==> config.mk <==
export PLATFORM = sky130hd
export DESIGN_NAME = lcd_reader
export DESIGN_NICKNAME = d
export VERILOG_FILES = /design/src/rtl/lcd_pkg.sv /design/src/rtl/lcd_bus_timer.sv /design/src/rtl/lcd_reader.sv
export SDC_FILE = /design/constraint.sdc
export NUM_CORES = 1
export LEC_CHECK = 0
export BUFFER_PORTS_ARGS = -buffer_cell sky130_fd_sc_hd__buf_2
export CAP_MARGIN = 20
export CORE_MARGIN = 4
export CORE_UTILIZATION = 25
export CTS_CLUSTER_SIZE = 14
export DETAILED_ROUTE_END_ITERATION = 16
export GPL_ROUTABILITY_DRIVEN = 0
export PLACE_DENSITY_LB_ADDON = 0.1
export RECOVER_POWER = 100
export SETUP_SLACK_MARGIN = 0.3
export SLEW_MARGIN = 20
export SYNTH_ARGS = -nofsm -noshare
export SYNTH_HDL_FRONTEND = slang
export SYNTH_SLANG_ARGS = --single-unit
==> constraint.sdc <==
create_clock -name clk -period 3.66 [get_ports clk]
set_clock_uncertainty 0.2 [all_clocks]
set_input_delay 0.366 -clock clk [delete_from_list [all_inputs] [get_ports clk]]
set_output_delay 0.366 -clock clk [all_outputs]
set_load 0.01 [all_outputs]
==> src/rtl/lcd_pkg.sv <==
// Shared HD44780 bus definitions: read ops, reader states, default timing.
package lcd_pkg;

  typedef enum logic [1:0] {
    RD_STATUS = 2'd0,
    RD_DATA   = 2'd1,
    RD_WAIT   = 2'd2
  } lcd_rd_op_t;

  typedef enum logic [2:0] {
    S_IDLE,
    S_SETUP,
    S_EN_HIGH,
    S_EN_LOW,
    S_RESP
  } lcd_rd_state_t;

  localparam int unsigned LCD_T_AS      = 2;
  localparam int unsigned LCD_T_EH      = 25;
  localparam int unsigned LCD_T_EL      = 25;
  localparam int unsigned LCD_MAX_POLLS = 1000;
  localparam int unsigned LCD_BF_BIT    = 7;
  localparam int unsigned LCD_TMR_W     = 16;

  // Phase timers count down to zero, so a phase of N cycles loads N-1.
  function automatic logic [LCD_TMR_W-1:0] lcd_phase_len(input int unsigned cycles);
    return LCD_TMR_W'(cycles - 1);
  endfunction

endpackage

==> src/rtl/lcd_bus_timer.sv <==
// Loadable down-counter; done_o is high on the last cycle of a phase.
module lcd_bus_timer
  import lcd_pkg::*;
(
  input  logic                 clk,
  input  logic                 reset_n,
  input  logic                 load_i,
  input  logic [LCD_TMR_W-1:0] len_i,
  output logic                 done_o
);

  logic [LCD_TMR_W-1:0] cnt_q, cnt_d;

  always_comb begin
    cnt_d = cnt_q;
    if (load_i) begin
      cnt_d = len_i;
    end else if (cnt_q != '0) begin
      cnt_d = cnt_q - 1'b1;
    end
  end

  always_ff @(posedge clk or negedge reset_n) begin
    if (!reset_n) begin
      cnt_q <= '0;
    end else begin
      cnt_q <= cnt_d;
    end
  end

  assign done_o = (cnt_q == '0);

endmodule

==> src/rtl/lcd_reader.sv <==
// HD44780 read-side engine: status/data reads and busy-flag polling.
// Optional poll timeout is enabled by defining LCD_READER_TIMEOUT_EN.
module lcd_reader
  import lcd_pkg::*;
#(
  parameter int unsigned T_AS      = LCD_T_AS,
  parameter int unsigned T_EH      = LCD_T_EH,
  parameter int unsigned T_EL      = LCD_T_EL,
  parameter int unsigned MAX_POLLS = LCD_MAX_POLLS
) (
  input  logic       clk,
  input  logic       reset_n,
  input  logic       req_valid,
  input  logic [1:0] req_op,
  output logic       req_ready,
  output logic       rsp_valid,
  output logic [7:0] rsp_data,
  output logic       rsp_busy,
  output logic       rsp_timeout,
  input  logic [7:0] LCD_DATA_IN,
  output logic       LCD_EN,
  output logic       LCD_RW,
  output logic       LCD_RS,
  output logic       bus_claim
);

  lcd_rd_state_t        state_q;
  lcd_rd_op_t           op_q;
  logic [7:0]           data_q;
  logic                 req_ready_q, rsp_valid_q, rsp_busy_q;
  logic [7:0]           rsp_data_q;
  logic                 en_q, rw_q, rs_q, claim_q;
  logic                 tmr_load, tmr_done;
  logic [LCD_TMR_W-1:0] tmr_len;
  logic                 timeout_hit, poll_again;

`ifdef LCD_READER_TIMEOUT_EN
  localparam int unsigned POLL_W = $clog2(MAX_POLLS + 1);
  logic [POLL_W-1:0] polls_q;
  logic              rsp_to_q;

  assign timeout_hit = (op_q == RD_WAIT) && data_q[LCD_BF_BIT] &&
                       (polls_q == POLL_W'(MAX_POLLS - 1));
  assign rsp_timeout = rsp_to_q;
`else
  assign timeout_hit = 1'b0;
  // MAX_POLLS only has an effect in the timeout build.
  assign rsp_timeout = 1'b0 & (MAX_POLLS == 0);
`endif

  assign poll_again = (op_q == RD_WAIT) && data_q[LCD_BF_BIT] && !timeout_hit;

  always_comb begin
    tmr_load = 1'b0;
    tmr_len  = '0;
    unique case (state_q)
      S_IDLE:    if (req_valid) begin tmr_load = 1'b1; tmr_len = lcd_phase_len(T_AS); end
      S_SETUP:   if (tmr_done)  begin tmr_load = 1'b1; tmr_len = lcd_phase_len(T_EH); end
      S_EN_HIGH: if (tmr_done)  begin tmr_load = 1'b1; tmr_len = lcd_phase_len(T_EL); end
      S_EN_LOW:  if (tmr_done && poll_again) begin
        tmr_load = 1'b1;
        tmr_len  = lcd_phase_len(T_AS);
      end
      default: ;
    endcase
  end

  lcd_bus_timer u_timer (
    .clk    (clk),
    .reset_n(reset_n),
    .load_i (tmr_load),
    .len_i  (tmr_len),
    .done_o (tmr_done)
  );

  always_ff @(posedge clk or negedge reset_n) begin
    if (!reset_n) begin
      state_q     <= S_IDLE;
      op_q        <= RD_STATUS;
      data_q      <= '0;
      req_ready_q <= 1'b1;
      rsp_valid_q <= 1'b0;
      rsp_data_q  <= '0;
      rsp_busy_q  <= 1'b0;
      en_q        <= 1'b0;
      rw_q        <= 1'b0;
      rs_q        <= 1'b0;
      claim_q     <= 1'b0;
`ifdef LCD_READER_TIMEOUT_EN
      polls_q     <= '0;
      rsp_to_q    <= 1'b0;
`endif
    end else begin
      rsp_valid_q <= 1'b0;
      unique case (state_q)
        S_IDLE: begin
          if (req_valid) begin
            state_q     <= S_SETUP;
            op_q        <= lcd_rd_op_t'(req_op);
            req_ready_q <= 1'b0;
            claim_q     <= 1'b1;
            rw_q        <= 1'b1;
            rs_q        <= (req_op == RD_DATA);
`ifdef LCD_READER_TIMEOUT_EN
            polls_q     <= '0;
`endif
          end
        end
        S_SETUP: begin
          if (tmr_done) begin
            state_q <= S_EN_HIGH;
            en_q    <= 1'b1;
          end
        end
        S_EN_HIGH: begin
          if (tmr_done) begin
            state_q <= S_EN_LOW;
            en_q    <= 1'b0;
            data_q  <= LCD_DATA_IN;
          end
        end
        S_EN_LOW: begin
          if (tmr_done) begin
            if (poll_again) begin
              state_q <= S_SETUP;
`ifdef LCD_READER_TIMEOUT_EN
              polls_q <= polls_q + POLL_W'(1);
`endif
            end else begin
              state_q     <= S_RESP;
              rsp_valid_q <= 1'b1;
              rsp_data_q  <= data_q;
              rsp_busy_q  <= (op_q == RD_DATA) ? 1'b0 : data_q[LCD_BF_BIT];
`ifdef LCD_READER_TIMEOUT_EN
              rsp_to_q    <= timeout_hit;
`endif
            end
          end
        end
        S_RESP: begin
          state_q     <= S_IDLE;
          req_ready_q <= 1'b1;
          claim_q     <= 1'b0;
          rw_q        <= 1'b0;
          rs_q        <= 1'b0;
        end
        default: state_q <= S_IDLE;
      endcase
    end
  end

  assign req_ready = req_ready_q;
  assign rsp_valid = rsp_valid_q;
  assign rsp_data  = rsp_data_q;
  assign rsp_busy  = rsp_busy_q;
  assign LCD_EN    = en_q;
  assign LCD_RW    = rw_q;
  assign LCD_RS    = rs_q;
  assign bus_claim = claim_q;

endmodule
==> results.cfg, run 1 <==
[floorplanning]
row_count = 33
die_h_um = 99.7
die-area_mm2 = 0.00994
initial_core_util_pct = 25.6
coreArea_mm2 = 0.00822
ios = 29
die_w_um = 99.7

[clock_tree]
numCtsBuffers = 5
clk_pin_slew_worst_paths_ns = 0.10
cts_resized = 0
cts_tree = built
hold_buffers = 0
cts_setup_buffers = 0
clk_path_buf_depth = 2
clk_latency_ns = 0.30
ctsHtreeMaxLevel = 2
root_buffer = clkbuf_8
cts_sinks = 43

[critical_path]
start_kind = register
crit_arrival_ns = 2.76
crit_path_end_kind = register
crit_path_max_fanout = 8
worstPathRequired_ns = 3.65
worst-setup-path-type = reg -> reg

[status]
outcome = completed

[pwr]
combPwrFrac_pct = 28.0
power.total_uw = 1500
powerDensity_mw_per_mm2 = 625
power.net_switching_uw = 566
switching_share_pct = 37.8
p_int_uw = 932
clock_power_share_pct = 22.0
p_leak_uw = 0.000996
power_frac_seq_pct = 50.0
ir_worst_vdd_v = 0.000225

[synth]
synth_top_family_by_area = simple AND/OR/NAND/NOR gates
synth_edf_count = 0
syn_inst = 195
synthSimpleGateAreaFrac_pct = 18.4
syn-mean-instance-area_um2 = 10.8
yosys.area_share.adder_pct = 1.19
synth-main-ff-cell = dfrtp_1
synthesis.area_mm2 = 0.00210
syn-num-nets = 210
ys_warn_count = 0
synth_xor_area_share_pct = 1.25
synth_sequential_area_ratio_pct = 51.2
synth_cell_type_count = 49
synthArstFlopShare_pct = 100
synth-compound-area-share_pct = 13.3
synth_mux_area_share_pct = 10.1
ys_ff_latch = 43

[sta]
slew_headroom_pct = 50.9
grt_setup_unrepaired = no
fin_crit_sh_pct = 75.7
finalCriticalPeriod_ns = 2.77
maxSlewViolCount = 0
finalHoldViolations = 0
worstMarginPinSlew_ns = 0.727
tns_ns = 0
clock.fmax_mhz = 361
setup_viol = 0

[placement]
io_buffers = 27
dp_hpwl_mm = 3.36

[drt]
initialDrtViolationCount = 35
dr.pass1.iters = 3
vias_per_cell = 4.82
wl_mm = 4.87
post-route-drc-count = 0
ant_nets = 0
wire_per_inst_um = 15.0
vias = 1562

[global_routing]
grt_overflow = 0
grt_use_total_pct = 10.6
grt_pass1_vias = 1598
antenna_found_initial = 0
grt_pass1_wl_mm = 8.36
grt_max_degree = 44

[job]
drv_cap = 0

[finish]
area_growth_syn_to_layout_pct = 13.9
mostFrequentLayoutCells = dfrtp_1, mux2_1, a21oi_1, clkbuf_1, buf_2
drive_gt1_share_pct = 12.3
n_antenna_cell = 0
layout_commonest_cell = dfrtp_1
nNetsFinal = 233

[worst_hold_path]
hp-class = in -> reg
power groups by stage:
stage | Combinational (µW) | Clock (µW) | Sequential (µW)
detailed placement | 437 | 0 | 759
global route | 484 | 371 | 778
CTS | 439 | 347 | 752
finish | 419 | 330 | 749
floorplan | 335 | 0 | 724
global placement | 434 | 0 | 761
synthesized netlist by cell type (3+ instances only):
library cell,number,area [µm²]
o21ai_0,8,40.0
o31ai_1,5,37.5
mux2_1,16,180
nand3b_1,3,22.5
inv_1,7,26.3
nor2_1,10,37.5
nand2_1,7,26.3
or4_1,7,52.6
nand3_1,5,25.0
a21oi_1,16,80.1
clkbuf_1,6,22.5
nor3_1,5,25.0
or3_1,8,50.1
dfrtp_1,42,1050
o41ai_1,4,35.0
buf_2,4,20.0
critical path: stages, from the launching register on:
cell and delay, ns:
dfrtp_1 0.44, inv_1 0.10, ha_1 0.16, nor4b_1 0.60, nand4_1 0.20, or3_1 0.56, mux2_1 0.40
state kept, by name, summed over array words and instances, names as in the netlist:
name / cells
rsp_data: 8
rsp_valid: 1
bus_claim: 1
u_timer.cnt_q: 16
LCD_RS: 1
rsp_busy: 1
data_q: 8
LCD_EN: 1
req_ready: 1
op_q: 2
state_q: 3
final timing paths:
kind | start | endpoint | slack, ns | cells after the start
max | u_timer.cnt_q[0] | data_q[5] | 0.89 | 6
min reg2reg | data_q[2] | rsp_data[2] | 0.28 | 1
max reg2reg | u_timer.cnt_q[0] | data_q[5] | 0.89 | 6
min | LCD_DATA_IN[1] | data_q[1] | 0.07 | 2
max in group asynchronous | reset_n | LCD_RS | 2.46 | 2
min in group asynchronous | reset_n | data_q[6] | 0.40 | 2
per-layer routing:
| layer | share of wire (%) | global-route usage (%) | up-vias |
|---|---|---|---|
| met5 | 0 | 0 | - |
| met4 | 0.74 | 1.89 | 0 |
| met3 | 4.6 | 3.58 | 4 |
| met2 | 43 | 15.3 | 24 |
| met1 | 52 | 15.5 | 773 |
| li1 | - | - | 761 |
logic make-up after synthesis:
family                     count (synthesis)
AOI/OAI and AO/OA                         44
xor gates and xnor gates                   3
adders and majority gates                  2
buffers and inverters                     21
DFF                                       43
muxes                                     19
other                                      1
and+or+nand+nor                           62
stage by stage:
step	instance area, µm²	utilization, %	std cells	hold slack (ns)	setup WS, ns
finish	2400	29.2	324	0.0672	0.890
global placement	2320	28.2	315	0.261	1.11
floorplan	2100	-	195	-0.130	1.47
CTS	2410	29.4	323	0.0588	1.11
detailed placement	2320	28.2	315	0.268	1.12
global route	2400	29.2	324	0.0565	0.580
final cells by class:
cell class	count	area (µm²)
Clock inverter	3	26.3
Inverter	7	26.3
Timing Repair Buffer	30	138
Multi-Input combinational cell	131	928
Clock buffer	5	68.8
Tap cell	105	131
Fill cell	880	5820
Sequential cell	43	1080
(Power assumes the default switching activity.)
==> inputs of run 2 (changes only) <==
==> constraint.sdc (replaced) <==
create_clock -name clk -period 2.64 [get_ports clk]
set_clock_uncertainty 0.2 [all_clocks]
set_input_delay 0.264 -clock clk [delete_from_list [all_inputs] [get_ports clk]]
set_output_delay 0.264 -clock clk [all_outputs]
set_load 0.01 [all_outputs]
==> run 2 against run 1 <==
Against the previous run:
- die area did not move
- final cell count is 4.9% higher
- first-iteration DRC count rose to 2.5 times the previous value
- largest power group unchanged
==> results.cfg, run 2 (synthesis results as in run 1) <==
[critical_path]
start_kind = register
timing.rr.start = u_timer.cnt_q[2]
r2r_setup_slack_ns = 0.36
crit_path_max_fanout = 7
worst-setup-path-type = reg -> reg
r2r_cells = 4
crit_path_end_kind = register
crit_arrival_ns = 2.29
worstPathRequired_ns = 2.66
startpoint = u_timer.cnt_q[2]
timing.rr.end = u_timer.cnt_q[9]

[global_routing]
grt_max_degree = 38
grt_pass1_vias = 1660
grt_use_total_pct = 10.7
grt_overflow = 0
grt_pass1_wl_mm = 8.48
antenna_found_initial = 0

[sta]
fin_crit_sh_pct = 86.2
grt_setup_unrepaired = yes
worstMarginPinSlew_ns = 0.968
maxSlewViolCount = 0
clock.fmax_mhz = 440
fin_hold_ws_ns = 0.0205
finalHoldViolations = 0
finalCriticalPeriod_ns = 2.28
tns_ns = 0
slew_headroom_pct = 35.5
setup_viol = 0

[placement]
io_buffers = 27
dp_hpwl_mm = 3.45

[floorplanning]
initial_core_util_pct = 25.6
row_count = 33
die_h_um = 99.7
die-area_mm2 = 0.00994
coreArea_mm2 = 0.00822
die_w_um = 99.7
ios = 29

[drt]
wire_per_inst_um = 14.6
wl_mm = 4.98
post-route-drc-count = 0
initialDrtViolationCount = 88
vias_per_cell = 4.78
ant_nets = 0
vias = 1624
dr.pass1.iters = 4

[clock_tree]
root_buffer = clkbuf_8
clk_path_buf_depth = 2
numCtsBuffers = 5
cts_setup_buffers = 0
cts_sinks = 43
ctsHtreeMaxLevel = 2
clk_pin_slew_worst_paths_ns = 0.09
clk_latency_ns = 0.29
cts_tree = built

[pwr]
power.net_switching_uw = 785
power.total_uw = 2120
switching_share_pct = 37.0
combPwrFrac_pct = 31.6
p_leak_uw = 0.00106
p_int_uw = 1330
power_frac_seq_pct = 48.6
ir_worst_vdd_v = 0.000286
clock_power_share_pct = 19.8
powerDensity_mw_per_mm2 = 834

[worst_hold_path]
whs_endpoint = op_q[1]
hp-class = in -> reg
holdCritStartpoint = req_op[1]
holdPathStages = 2

[status]
outcome = completed

[finish]
drive_gt1_share_pct = 15.7
final_core_util_pct = 30.9
area_growth_syn_to_layout_pct = 20.9
largest_reg_flops = 16
fill_cells = 887
top_register = u_timer.cnt_q
n_antenna_cell = 0
layout_commonest_cell = dfrtp_1
mostFrequentLayoutCells = dfrtp_1, clkbuf_1, mux2_1, a21oi_1, buf_2
nNetsFinal = 249

[job]
drv_cap = 0
run 2: changes by cell type in the layout (fill, tap and decap cells not counted), moves of 2 or more:
cell,before,now
buf_4,1,6
clkbuf_1,16,19
clkbuf_2,0,2
dlygate4sd3_1,1,9
inv_6,2,0
or3_1,8,6
or3_4,0,2
run 2: cell type report:
cell class	instances	area, µm²	share of cell area, %
flip-flops and latches	43	1080	42.4
multi-input cells	131	953	37.5
repair buffers	46	268	10.5
well taps	105	131	5.17
clock buffers	6	72.6	2.85
inverters	7	26.3	1.03
clock inverters	2	12.5	0.492
run 2: worst max-delay path by stage:
stage	end	slack, ns	depth (start not counted)
after floorplan	data_q[0]	0.45	7
after global placement	rsp_data[5]	0.22	4
after detailed placement	rsp_data[7]	0.20	4
after CTS	u_timer.cnt_q[9]	0.34	4
after global routing	state_q[1]	0.15	7
final	u_timer.cnt_q[9]	0.36	4
run 2: power by group through the flow:
stage,clock network (µW),registers [µW],logic [µW]
4_1_cts,449,1020,691
6_report,420,1030,669
3_3_place_gp,0,1030,676
3_5_place_dp,0,1030,674
5_1_grt,476,1060,760
2_1_floorplan,0,1000,465
run 2: per-layer routing:
layer  vias to the layer above  global-route usage (%)  wire length (µm)
met4                         0                    3.15                31
met3                         2                    2.45               212
met5                         -                       0                 0
met2                        28                    16.5              2180
met1                       798                    14.9              2550
li1                        796                       -                 -
run 2: timing repair:
item	4_1_cts	5_1_grt
endpoints found under the setup margin	16	17
endpoints found under the hold margin	50	0
gates resized for setup	2	2
cloned	0	0
hold buffers	9	0
run 2: stage by stage:
| stage | area, µm² | cells | worst slack, ns |
|---|---|---|---|
| 6_report | 2540 | 340 | 0.365 |
| 5_1_grt | 2540 | 340 | 0.145 |
| 4_1_cts | 2580 | 340 | 0.339 |
| 3_5_place_dp | 2390 | 323 | 0.198 |
| 3_3_place_gp | 2390 | 323 | 0.225 |
| 2_1_floorplan | 2100 | 195 | 0.453 |
run 2: worst max-delay path, stage by stage, from the launching register on:
cell and delay [ns]:
dfrtp_2 0.45, or4_1 0.57, or4_1 0.43, or4_1 0.40, a21oi_1 0.15
==> inputs of run 3 (changes only) <==
==> constraint.sdc (replaced) <==
create_clock -name clk -period 2.64 [get_ports clk]
set_clock_uncertainty 0.2 [all_clocks]
set_input_delay 0.264 -clock clk [delete_from_list [all_inputs] [get_ports clk]]
set_output_delay 0.264 -clock clk [all_outputs]
set_load 0.005 [all_outputs]
==> run 3 against run 2 <==
Against the previous run:
- count of clock-buffer cells in the layout unchanged
- maximum frequency about the same
- sequential power about the same
- die area unchanged
- non-clock buffer count unchanged
- register-to-register slack about the same
- sequential cell count unchanged
- global-route usage unchanged
- critical endpoint unchanged
- highest routed layer unchanged
==> results.cfg, run 3 (synthesis results as in run 1) <==
[critical_path]
start_kind = register
cpMaxStageDelayCell = or4_1
crit_top_cell = or4_1
crit_path_end_kind = register
path_depth = 4
r2r_cells = 4
cp_top_family = simple AND/OR/NAND/NOR gates
crit_path_max_fanout = 7
slowest_delay_ns = 0.57
path_buf_inv = 0
crit_chain = or4_1, or4_1, or4_1, a21oi_1
worstPathRequired_ns = 2.66
worst-setup-path-type = reg -> reg
crit_arrival_ns = 2.29

[pwr]
powerDensity_mw_per_mm2 = 826
power_frac_seq_pct = 48.9
p_int_uw = 1340
switching_share_pct = 36.4
ir_worst_vdd_v = 0.000285
p_leak_uw = 0.00109
combPwrFrac_pct = 31.2
power.net_switching_uw = 767
clock_power_share_pct = 19.9

[placement]
io_buffers = 27
pre_cts_ws_ns = 0.198
dp_hpwl_mm = 3.45

[drt]
initialDrtViolationCount = 87
wl_mm = 4.98
wire_per_inst_um = 14.6
ant_nets = 0
post-route-drc-count = 0
vias = 1627
dr.pass1.iters = 4
vias_per_cell = 4.79

[clock_tree]
clk_pin_slew_worst_paths_ns = 0.09
root_buffer = clkbuf_8
clk_path_buf_depth = 2
cts_sinks = 43
clk_latency_ns = 0.29
numCtsBuffers = 5
cts_setup_buffers = 0
cts_tree = built
ctsHtreeMaxLevel = 2

[sta]
finalHoldViolations = 0
clock.fmax_mhz = 440
worstMarginPinSlew_ns = 0.966
grt_setup_unrepaired = yes
setup_viol = 0
worst_slack_ns = 0.365
fin_crit_sh_pct = 86.2
finalCriticalPeriod_ns = 2.27
slew_headroom_pct = 35.6
maxSlewViolCount = 0
tns_ns = 0

[finish]
mostFrequentLayoutCells = dfrtp_1, buf_2, mux2_1, a21oi_1, clkbuf_1
top_register = u_timer.cnt_q
layout_commonest_cell = dfrtp_1
nNetsFinal = 249
n_antenna_cell = 0
largest_reg_flops = 16
area_growth_syn_to_layout_pct = 21.4
drive_gt1_share_pct = 19.1

[floorplanning]
die_w_um = 99.7
coreArea_mm2 = 0.00822
die_h_um = 99.7
initial_core_util_pct = 25.6
ios = 29
die-area_mm2 = 0.00994
row_count = 33

[global_routing]
grt_pass1_vias = 1660
grt_overflow = 0
antenna_found_initial = 0
grt_use_total_pct = 10.7
grt_max_degree = 38
grt_pass1_wl_mm = 8.48

[worst_hold_path]
hp-class = in -> reg
holdPathStages = 2

[status]
outcome = completed

[job]
drv_cap = 0
==> run 3: changes by cell type in the layout (fill, tap and decap cells not counted) <==
cell and change:
buf_2 +8, clkbuf_1 -8
==> run 3: power by group through the flow <==
stage / combinational [µW] / clock (µW) / sequential [µW]
detailed placement: 656 / 0 / 1030
global placement: 659 / 0 / 1030
floorplan: 461 / 0 / 990
finish: 658 / 420 / 1030
CTS: 673 / 449 / 1020
global route: 748 / 476 / 1060
==> run 3: worst register-to-register path, delay by kind of cell (launching register included) <==
family | cells | cell delay [ns]
flip-flops | 1 | 0.45
AO/OA/AOI/OAI | 1 | 0.15
AND/OR/NAND/NOR | 3 | 1.40
==> run 3: area by class of cell <==
| class | instances | area, µm² |
|---|---|---|
| fillers | 890 | 5660 |
| well taps | 105 | 131 |
| clock buffers | 6 | 72.6 |
| repair buffers | 46 | 278 |
| flip-flops and latches | 43 | 1080 |
| multi-input cells | 131 | 953 |
| clock inverters | 2 | 12.5 |
| inverters | 7 | 26.3 |
==> run 3: repair_timing <==
action                                  in CTS  in global routing
endpoints found under the hold margin       50                  0
endpoints found under the setup margin      16                 17
gates resized for setup                      2                  2
pin swaps                                    0                  0
cloned                                       0                  0
hold buffers                                 9                  0
==> run 3: final timing paths <==
path,from,slack [ns],endpoint
setup / recovery,u_timer.cnt_q[2],0.37,u_timer.cnt_q[9]
hold / removal,req_op[1],0.02,op_q[1]
setup reg to reg,u_timer.cnt_q[2],0.37,u_timer.cnt_q[9]
hold reg to reg,data_q[4],0.29,rsp_data[4]
max in group asynchronous,reset_n,0.75,u_timer.cnt_q[2]
min in group asynchronous,reset_n,0.18,rsp_data[6]
==> run 3: per-stage QoR <==
step	cell area (µm²)	power (µW)	hold WS [ns]	utilization [%]	std cells
2_1_floorplan	2100	1450	-0.232	-	195
3_3_place_gp	2390	1690	-0.0815	29.1	323
3_5_place_dp	2390	1690	-0.0828	29.1	323
4_1_cts	2580	2140	0.0141	31.4	340
5_1_grt	2550	2290	0.0198	31.1	340
6_report	2550	2110	0.0207	31.1	340
==> run 3: metal layers <==
metal | GRT usage, % | wire (µm) | share of wire [%] | vias up
li1 | - | - | - | 793
met5 | 0 | 0 | 0 | -
met3 | 2.45 | 229 | 4.6 | 2
met1 | 14.9 | 2540 | 51 | 798
met4 | 3.15 | 31 | 0.62 | 0
met2 | 16.5 | 2180 | 44 | 34
